## config.mk

```make
export PLATFORM = sky130hd
export DESIGN_NAME = sdram_port_ctrl
export DESIGN_NICKNAME = d
export VERILOG_FILES = /design/src/rtl/sdram_port_ctrl_pkg.sv /design/src/rtl/sdram_sync_fifo.sv /design/src/rtl/sdram_port_ctrl.sv
export SDC_FILE = /design/constraint.sdc
export NUM_CORES = 1
export LEC_CHECK = 0
export CORE_AREA = 4 4 195 386
export DETAILED_ROUTE_END_ITERATION = 10
export DIE_AREA = 0 0 199 390
export PLACE_DENSITY = 0.78
export SLEW_MARGIN = 0
export SYNTH_ARGS = -nofsm -noshare
export SYNTH_HDL_FRONTEND = slang
export SYNTH_SLANG_ARGS = --single-unit
export TNS_END_PERCENT = 10
```

## constraint.sdc

```tcl
create_clock -name clk -period 4 [get_ports clk]
set_clock_uncertainty 0.05 [all_clocks]
set_input_delay 0.4 -clock clk [delete_from_list [all_inputs] [get_ports clk]]
set_output_delay 0.4 -clock clk [all_outputs]
set_load 0.02 [all_outputs]
```

## src/rtl/sdram_port_ctrl_pkg.sv

```systemverilog
// Shared types and constants for the SDRAM port manager.
package sdram_port_ctrl_pkg;

  localparam int unsigned SDRAM_AW      = 24;
  localparam int unsigned SDRAM_DW      = 16;
  localparam int unsigned DEF_BURST_LEN = 8;

  localparam logic [2:0] ST_IDLE    = 3'd0;
  localparam logic [2:0] ST_WR_REQ  = 3'd1;
  localparam logic [2:0] ST_WR_XFER = 3'd2;
  localparam logic [2:0] ST_RD_REQ  = 3'd3;
  localparam logic [2:0] ST_RD_XFER = 3'd4;

  typedef enum logic [2:0] {
    IDLE    = ST_IDLE,
    WR_REQ  = ST_WR_REQ,
    WR_XFER = ST_WR_XFER,
    RD_REQ  = ST_RD_REQ,
    RD_XFER = ST_RD_XFER
  } state_e;

endpackage

```

## src/rtl/sdram_sync_fifo.sv

```systemverilog
// Single-clock show-ahead FIFO with fill count; head reads 0 while empty.
module sdram_sync_fifo #(
  parameter int unsigned DEPTH = 32,
  parameter int unsigned WIDTH = 16
) (
  input  logic                       clk,
  input  logic                       rst_n,
  input  logic                       push,
  input  logic [WIDTH-1:0]           push_data,
  input  logic                       pop,
  output logic [WIDTH-1:0]           head,
  output logic [$clog2(DEPTH):0]     fill
);

  localparam int unsigned AW = $clog2(DEPTH);
  localparam int unsigned CW = AW + 1;

  logic [WIDTH-1:0] mem [DEPTH];
  logic [AW-1:0]    wr_ptr;
  logic [AW-1:0]    rd_ptr;
  logic             full;
  logic             empty;
  logic             do_push;
  logic             do_pop;

  assign full    = (fill == CW'(DEPTH));
  assign empty   = (fill == '0);
  assign do_push = push && !full;
  assign do_pop  = pop && !empty;
  assign head    = empty ? '0 : mem[rd_ptr];

  always_ff @(posedge clk) begin
    if (!rst_n) begin
      wr_ptr <= '0;
      rd_ptr <= '0;
      fill   <= '0;
    end else begin
      if (do_push) wr_ptr <= wr_ptr + AW'(1);
      if (do_pop)  rd_ptr <= rd_ptr + AW'(1);
      case ({do_push, do_pop})
        2'b10:   fill <= fill + CW'(1);
        2'b01:   fill <= fill - CW'(1);
        default: fill <= fill;
      endcase
    end
  end

  // Storage carries no reset; the empty flag masks stale contents.
  always_ff @(posedge clk) begin
    if (do_push) mem[wr_ptr] <= push_data;
  end

endmodule

```

## src/rtl/sdram_port_ctrl.sv

```systemverilog
// Buffers user write/read streams and issues round-robin burst requests to the SDRAM controller.
module sdram_port_ctrl
  import sdram_port_ctrl_pkg::*;
#(
  parameter int unsigned         BURST_LEN  = DEF_BURST_LEN,
  parameter int unsigned         FIFO_DEPTH = 32,
  parameter logic [SDRAM_AW-1:0] ADDR_MIN   = 24'd0,
  parameter logic [SDRAM_AW-1:0] ADDR_MAX   = 24'd1024
) (
  input  logic                clk,
  input  logic                rst_n,
  input  logic                wr_en,
  input  logic [SDRAM_DW-1:0] wr_data,
  output logic                wr_full,
  input  logic                rd_en,
  output logic [SDRAM_DW-1:0] rd_data,
  output logic                rd_empty,
  input  logic                rd_enable,
  input  logic                sdram_init_done,
  output logic                sdram_wr_req,
  input  logic                sdram_wr_ack,
  output logic [SDRAM_AW-1:0] sdram_wr_addr,
  output logic [SDRAM_DW-1:0] sdram_din,
  output logic                sdram_rd_req,
  input  logic                sdram_rd_ack,
  output logic [SDRAM_AW-1:0] sdram_rd_addr,
  input  logic [SDRAM_DW-1:0] sdram_dout
);

  localparam int unsigned CW  = $clog2(FIFO_DEPTH) + 1;
  localparam int unsigned BW  = $clog2(BURST_LEN) + 1;
  localparam int unsigned AW1 = SDRAM_AW + 1;

  state_e        state;
  logic          last_grant_rd;
  logic [BW-1:0] beat_cnt;
  logic [CW-1:0] wr_fill;
  logic [CW-1:0] rd_fill;
  logic          wr_beat;
  logic          rd_beat;
  logic          wr_elig;
  logic          rd_elig;
  logic          grant_wr;
  logic          grant_rd;

  // The first ack arrives while still in *_REQ and already moves a word.
  assign wr_beat  = sdram_wr_ack && (state == WR_REQ || state == WR_XFER);
  assign rd_beat  = sdram_rd_ack && (state == RD_REQ || state == RD_XFER);
  assign wr_elig  = sdram_init_done && (wr_fill >= CW'(BURST_LEN));
  assign rd_elig  = sdram_init_done && rd_enable &&
                    ((CW'(FIFO_DEPTH) - rd_fill) >= CW'(BURST_LEN));
  assign grant_wr = wr_elig && (!rd_elig || last_grant_rd);
  assign grant_rd = rd_elig && !grant_wr;

  assign wr_full  = (wr_fill == CW'(FIFO_DEPTH));
  assign rd_empty = (rd_fill == '0);

  function automatic logic [SDRAM_AW-1:0] next_addr(input logic [SDRAM_AW-1:0] a);
    logic [SDRAM_AW:0] n;
    n = {1'b0, a} + AW1'(BURST_LEN);
    return (n >= {1'b0, ADDR_MAX}) ? ADDR_MIN : n[SDRAM_AW-1:0];
  endfunction

  sdram_sync_fifo #(.DEPTH(FIFO_DEPTH), .WIDTH(SDRAM_DW)) u_wr_fifo (
    .clk       (clk),
    .rst_n     (rst_n),
    .push      (wr_en),
    .push_data (wr_data),
    .pop       (wr_beat),
    .head      (sdram_din),
    .fill      (wr_fill)
  );

  sdram_sync_fifo #(.DEPTH(FIFO_DEPTH), .WIDTH(SDRAM_DW)) u_rd_fifo (
    .clk       (clk),
    .rst_n     (rst_n),
    .push      (rd_beat),
    .push_data (sdram_dout),
    .pop       (rd_en),
    .head      (rd_data),
    .fill      (rd_fill)
  );

  always_ff @(posedge clk) begin
    if (!rst_n) begin
      state         <= IDLE;
      last_grant_rd <= 1'b1;
      beat_cnt      <= '0;
      sdram_wr_req  <= 1'b0;
      sdram_rd_req  <= 1'b0;
      sdram_wr_addr <= ADDR_MIN;
      sdram_rd_addr <= ADDR_MIN;
    end else begin
      case (state)
        IDLE: begin
          beat_cnt <= '0;
          if (grant_wr) begin
            state         <= WR_REQ;
            sdram_wr_req  <= 1'b1;
            last_grant_rd <= 1'b0;
          end else if (grant_rd) begin
            state         <= RD_REQ;
            sdram_rd_req  <= 1'b1;
            last_grant_rd <= 1'b1;
          end
        end
        WR_REQ: begin
          if (sdram_wr_ack) begin
            state        <= WR_XFER;
            sdram_wr_req <= 1'b0;
            beat_cnt     <= beat_cnt + BW'(1);
          end
        end
        WR_XFER: begin
          if (sdram_wr_ack) begin
            beat_cnt <= beat_cnt + BW'(1);
          end else begin
            state         <= IDLE;
            sdram_wr_addr <= next_addr(sdram_wr_addr);
          end
        end
        RD_REQ: begin
          if (sdram_rd_ack) begin
            state        <= RD_XFER;
            sdram_rd_req <= 1'b0;
            beat_cnt     <= beat_cnt + BW'(1);
          end
        end
        RD_XFER: begin
          if (sdram_rd_ack) begin
            beat_cnt <= beat_cnt + BW'(1);
          end else begin
            state         <= IDLE;
            sdram_rd_addr <= next_addr(sdram_rd_addr);
          end
        end
        default: state <= IDLE;
      endcase
    end
  end

  // A burst must end after exactly BURST_LEN ack cycles.
  always_ff @(posedge clk) begin
    if (rst_n && ((state == WR_XFER && !sdram_wr_ack) || (state == RD_XFER && !sdram_rd_ack)))
      assert (beat_cnt == BW'(BURST_LEN));
  end

endmodule

```

==> key figures <==
Run status
  • Run status: finished clean

Route
  • Drt drc: 0
  • Detailed Route WL: ~93000 microns
  • Routed wire length on met3: approximately 4500 microns
  • Drt wl/cell: about 28 microns
  • M1 wire length: between 30000 and 40000 microns
  • Vias per cell: 6.39
  • DR WL met2: ~55000 microns
  • Top Layer Used: met4
  • Antenna violation net count after detailed routing: 0
  • Via count: around 21000
  • DRT Pass-1 Iters: 5
  • Iteration-0 DRC Markers: 1694

Clock network
  • Htree depth: 3
  • # hold bufs at CTS: 0
  • Clock latency on the worst-skew pair: 0.66 ns
  • Clk root buf: clkbuf_16
  • Clock sink total: 1114
  • CTS tree: done
  • TritonCTS buffer count: 89
  • Clk buf depth: 3
  • Clk pin slew, worst setup/hold paths: around 0.07 ns

Worst setup path
  • CP arrival: 3.42 ns
  • CP Class: register to primary output
  • CP endpoint kind: primary output
  • Worst-path maximum fanout: 28
  • WP data required: ~3.6 ns
  • CP Launch Type: register

Floorplanning
  • Core ar.: roughly 72000 sq um
  • Full die area: a little under 80000 sq um
  • Die Height: about 390 microns
  • IO Pins: approximately 120
  • Initial Util: approximately three fifths
  • Die W: slightly below 200 microns
  • Row count: 139

Synth
  • Syn Inst Count: 2091
  • Yosys cell types: 71
  • Post-synthesis register bit count: 1114
  • Post-synth EDFFs: between 1000 and 1500
  • Synth area leaders: edfxtp_1, mux4_2, dfxtp_1
  • Async S/R FF share, synth: 0%
  • Area of the mapped netlist: between 40000 and 50000 sq um
  • Yosys top cell by area: edfxtp_1
  • Synth top cells by count: edfxtp_1, mux4_2, nor2_1
  • Top cell type's share of synthesized area: 70.4%
  • Sequential-to-total area share from yosys stat: roughly 75%
  • Number of synthesis warnings: 0
  • Ys flop type: edfxtp_1
  • Mapped Avg Cell Area: roughly 21 sq um
  • Most frequent cell after synthesis: edfxtp_1

STA
  • Slew Limit Fails: 0
  • Post-Route Setup TNS: 0 ns
  • Worst slew pin tran: between 1 and 1.5 ns
  • Fin. Hold Viols: 0
  • RSZ-0062 raised after global routing: true
  • Slew headroom: a little under a quarter
  • Post-layout min period: between 3 and 4 ns
  • Fin crit share: between 90% and 100%
  • Setup Viol. Count Final: 0
  • F_max: 0.259 GHz

Placed design
  • Placer Congestion: about 0.85
  • Placed cells: ~3100
  • Dpl hpwl: a little under 60000 microns
  • Port Buffer Count: ~120

Global routing
  • GRT Total Usage: around a quarter
  • Initial antenna violation count: 1
  • Vias in the first global route: 22300
  • Total gr overflow: 0
  • Largest net degree at the start of global routing: around 60
  • First-pass GRT wire length: roughly 140000 microns

Cells and area
  • Non-filler instance count after layout: approximately 3300
  • Fin nets: approximately 2400
  • Share of cells above drive strength 1: 25.5%
  • Fin util: about 70%
  • Synth-to-Final Area Change: 13.5%

Power
  • Leak pwr: around 15 nW
  • Max VDD drop: approximately 0.45 mV
  • PwrDens: 470 nW/um^2

Min path
  • HP Class: register to register

Job
  • Max_cap viols: 0
[report_power, final]
| group | internal [W] | total, W | switching, W | leakage (nW) |
|---|---|---|---|---|
| clock | 0.00500 | 0.00899 | 0.00399 | 1.48 |
| combinational | 0.000686 | 0.00147 | 0.000788 | 4.01 |
| sequential | 0.0128 | 0.0128 | 0.0000680 | 9.94 |
| total | 0.0185 | 0.0233 | 0.00485 | 15.4 |
[metal layers]
layer / vias up / global-route usage (%)
met2: 770 / 46.8
li1: 9041 / -
met1: 11100 / 27.6
met3: 195 / 3.26
met4: 0 / 8.15
met5: - / 0
[worst max-delay path: stages (launching register included)]
cell             delay (ns)
dfxtp_4                0.55
buf_12                 0.29
mux4_2                 0.57
mux4_2                 0.52
mux2i_1                0.17
nor2_1                 0.07
clkdlybuf4s50_1        0.57
[path summary, 6_finish.rpt]
path / from / end / slack [ns] / cells after the start
max reg2reg: u_wr_fifo.fill[1] / u_wr_fifo.fill[5] / 0.51 / 13
min reg2reg: sdram_wr_req / sdram_wr_req / 0.43 / 2
max: register / sdram_din[5] / 0.13 / 6
min: sdram_wr_req / sdram_wr_req / 0.43 / 2
[sequential cells by signal, summed over array words and instances, names as in the netlist, named ones only]
signal / cells
sdram_wr_addr: 21
u_wr_fifo.wr_ptr: 5
last_grant_rd: 1
u_rd_fifo.wr_ptr: 5
u_wr_fifo.mem: 512
u_rd_fifo.fill: 6
u_wr_fifo.fill: 6
state: 3
u_rd_fifo.mem: 512
sdram_wr_req: 1
u_wr_fifo.rd_ptr: 5
sdram_rd_req: 1
u_rd_fifo.rd_ptr: 5
sdram_rd_addr: 21
[repair_timing]
item                                    4_1_cts  5_1_grt
setup buffers                                 0        6
endpoints found under the setup margin        4       18
resized for setup                             2        7
[cell families after synthesis]
| kind of cell | share of synthesized area [%] |
|---|---|
| simple gates | 4.04 |
| xor+xnor | 0.662 |
| flops | 74.6 |
| compound gates | 1.40 |
| other cells | 0.00859 |
| buf+inv | 1.21 |
| fa+ha+maj | 0.722 |
| mux | 17.4 |
[cell usage in the layout (no fill, tap or decap), drive strengths merged, types with 10 or more instances in the layout]
master / count
a21oi: 27
and3: 29
buf: 110
bufinv: 10
clkbuf: 108
clkdlybuf4s50: 113
clkinv: 36
dfxtp: 90
edfxtp: 1024
ha: 22
inv: 24
mux2i: 38
mux4: 320
nand2: 45
nand3: 14
nand4: 19
nor2: 164
nor3: 15
o21ai: 13
xnor2: 15
xor2: 18
[final cells by class]
cell class	instances	area [sq um]
Clock buffer	108	2420
Antenna cell	1	2.50
Clock inverter	56	576
Tap cell	916	1150
Inverter	18	67.6
Fill cell	4327	22500
Sequential cell	1114	32600
Multi-Input combinational cell	854	10600
Timing Repair Buffer	227	2140
[metrics by stage]
stage	worst slack, ns	power [W]	cell area, sq um	hold WS [ns]
6_report	0.132	0.0233	49500	0.429
3_5_place_dp	0.526	0.0146	46500	0.422
2_1_floorplan	0.385	0.0139	43700	0.408
5_1_grt	-0.00809	0.0241	49500	0.446
4_1_cts	-0.0527	0.0235	49500	0.402
3_3_place_gp	0.638	0.0145	46500	0.412
Note: power is estimated with default switching activity, not from simulation.
==> RTL edit, RTL diff (same settings) <==
Make the reset (`rst_n`) asynchronous in 2 clocked blocks.
--- a/src/rtl/sdram_sync_fifo.sv
+++ b/src/rtl/sdram_sync_fifo.sv
@@ -31,3 +31,3 @@
 
-  always_ff @(posedge clk) begin
+  always_ff @(posedge clk or negedge rst_n) begin
     if (!rst_n) begin
--- a/src/rtl/sdram_port_ctrl.sv
+++ b/src/rtl/sdram_port_ctrl.sv
@@ -83,3 +83,3 @@
 
-  always_ff @(posedge clk) begin
+  always_ff @(posedge clk or negedge rst_n) begin
     if (!rst_n) begin
Check against the original RTL: differs if rst_n is asserted again (counterexample within 4 cycles, from zero or initial values and one cycle with rst_n low); with rst_n held inactive, the same outputs for 4 cycles.
==> RTL edit against the unedited design <==
  * Area after synthesis is 0.34% lower
  * Routed wire length is 5.0% higher
  * Global-route usage grew 1.2 points
  * Worst setup slack lost 69 ps
  * Sequential cell count down 10
  * Critical path depth increased by 1
  * Cell area hardly changed
  * Cell count decreased by 1.8%
  * Critical path type unchanged
  * Utilization barely moved
Power is not compared: it rests on default switching activity, and its combinational part moved more than twofold at a synthesized area within 25%.
==> RTL edit: results (changes against the unedited design) <==
INFO  metric status = finished clean
INFO  metric placed_inst_area = 0.0463 mm² (-0.37%)
INFO  metric xor_xnor_portion_of_the_synthesized_cell_area = 0.624% (-0.038 points)
INFO  metric numPortBuffers = 117 (unchanged)
INFO  metric largest_registers_ranked_by_flip_flop_count = u_rd_fifo.mem: 512 flops, u_wr_fifo.mem: 512 flops
INFO  metric routed-wl-met2 = 57.6 mm (+5.6%)
INFO  metric synth_area_leaders = sky130_fd_sc_hd__edfxtp_1 (71%), sky130_fd_sc_hd__mux4_2 (17%), sky130_fd_sc_hd__dfrtp_1 (4.5%)
INFO  metric detailedRoute.firstIterationViolations = 1960 (+16%)
INFO  metric top_layer_used = met4
INFO  metric ys_top_cells_by_count = sky130_fd_sc_hd__edfxtp_1 (1024), sky130_fd_sc_hd__mux4_2 (320), sky130_fd_sc_hd__nor2_1 (121)
INFO  metric antenna_found_initial = 1 (unchanged)
INFO  metric post_drt_wl_per_cell = 30.2 µm (+6.9%)
INFO  metric globalRouteTotalUtil = 25.5% (+1.2 points)
INFO  metric seq_area_frac_synth = 75.3% (+0.72 points)
INFO  metric number_of_global_route_vias_before_repair = 22290 (-0.24%)
INFO  metric dpl_worst_slack = 417 ps (-108 ps)
INFO  metric timing.hold.worst.class = in2async
INFO  metric cts_made_buffers = 87 (-2.2%)
INFO  metric power.ir.vdd_worst = around 0.00063 V
INFO  metric drive_gt1_share = 25.7% (+0.25 points)
INFO  metric gp_congestion = 0.846 (about the same)
INFO  metric synth.lib_cells_used.distinct = 67 (-5.6%)
INFO  metric grt_pass1_wl = 145 mm (+3.6%)
INFO  metric clock_path_buffers = 3 (unchanged)
INFO  metric synth_area_in_compound_gates = 1.11% (-0.29 points)
INFO  metric finish.net_count = 2315 (-2.2%)
INFO  metric synthArstFlopShare = 7.25% (+7.2 points)
INFO  metric synthesis.yosys.warnings = 0 (unchanged)
INFO  metric clk-insertion-delay-late = 660 ps (about the same)
INFO  metric clockRootBuffer = sky130_fd_sc_hd__clkbuf_16
INFO  metric first_pass_iters = 5 (unchanged)
INFO  metric dp_hpwl = 60.2 mm (+1.7%)
INFO  metric hold_violations = 0 (unchanged)
INFO  metric routed_wl_met3 = 5.15 mm (+16%)
INFO  metric cts_htree_levels = 3 (unchanged)
INFO  metric muxShareOfSynthArea = 17.4% (+0.048 points)
INFO  metric leakagePower = approximately 16 nW
INFO  metric worstPathMaxFanout = 17 (-39%)
INFO  metric met1_length = 31.8 mm (+3.1%)
INFO  metric avgViaCountPerCell = 6.53 (+2.1%)
INFO  metric synth_adder_area_share = 0.725% (+0.0025 points)
INFO  metric synth_enable_flop_cells = 1024 (unchanged)
INFO  metric critPathArrivalTime = 3490 ps (+70 ps)
INFO  metric largest_net_degree_at_the_start_of_global_routing = 81 (+33%)
INFO  metric worstMarginPinSlew = 1150 ps (-6.18 ps)
INFO  metric cts.clk_slew.worst_paths = 70 ps (about the same)
[RTL edit: repair_timing]
item | 4_1_cts | 5_1_grt
setup buffers | 13 | 3
hold endpoints to repair | 79 | 0
setup endpoints to repair | 31 | 21
cloned | 2 | 1
pin swaps | 0 | 0
gates resized for setup | 15 | 14
hold buffers | 1 | 0
[RTL edit: cell families (layout without fill, tap and decap cells)]
logic type,count (synthesis),count (layout)
muxes,357,357
DFF,1104,1104
adders and majority gates,24,24
other,1,7
AOI/OAI and AO/OA,74,74
buffers and inverters,129,415
xor gates and xnor gates,31,31
and+or+nand+nor,308,308
[RTL edit: metrics by stage]
step                      setup TNS, ps  hold WS [ps]  total power, W  cells  util [%]
after floorplan                       0          54.4          0.0208   2033         -
after global placement                0           446          0.0240   3058      64.3
after detailed placement              0           481          0.0243   3058      64.3
after CTS                         -44.6           373          0.0334   3231      68.6
after global routing              -81.5           435          0.0346   3236      68.8
final                                 0           423          0.0332   3236      68.8
[RTL edit: critical path, cell delays in order, from the launching register on]
cell and delay [ps]:
sky130_fd_sc_hd__dfrtp_4 430, sky130_fd_sc_hd__buf_12 150, sky130_fd_sc_hd__buf_16 180, sky130_fd_sc_hd__mux4_2 560, sky130_fd_sc_hd__mux4_2 560, sky130_fd_sc_hd__mux2i_4 250
sky130_fd_sc_hd__nor2_1 100, sky130_fd_sc_hd__clkdlybuf4s50_1 560
[RTL edit: final timing paths]
path / startpoint / endpoint / slack, ps / cells after the start
worst min register to register: sdram_rd_addr[10]$_DFFE_PN0P_ / sdram_rd_addr[10]$_DFFE_PN0P_ / 490 / 1
worst max-delay path: u_wr_fifo.rd_ptr[0]$_DFFE_PN0P_ / sdram_din[5] / 60 / 7
min in group clk: sdram_rd_ack / state[2]$_DFFE_PN0P_ / 430 / 2
worst max register to register: u_rd_fifo.fill[1]$_DFFE_PN0P_ / u_rd_fifo.fill[5]$_DFFE_PN0P_ / 420 / 13
max in group asynchronous: rst_n / u_wr_fifo.rd_ptr[0]$_DFFE_PN0P_ / 2690 / 2
worst min-delay path: rst_n / sdram_rd_addr[9]$_DFFE_PN0P_ / 420 / 2
[RTL edit: power breakdown]
group,internal [W],switching (W)
Clock,0.00484,0.00388
Sequential,0.0132,0.000613
Combinational,0.00541,0.00525
Total,0.0235,0.00974
[RTL edit: cell type report]
type	instances	area (µm²)
inverter	21	78.8
tap	916	1150
sequential	1104	32800
antenna	1	2.50
fill	4277	22500
multi-input combinational	800	10300
clock inverter	49	497
clock buffer	108	2360
timing repair buffer	237	2370
[RTL edit: routing by layer]
| layer | track usage [%] | up-vias |
|---|---|---|
| met5 | 0 | - |
| met3 | 3.11 | 185 |
| met1 | 29.5 | 11215 |
| met2 | 48.9 | 925 |
| met4 | 8.15 | 0 |
| li1 | - | 8808 |
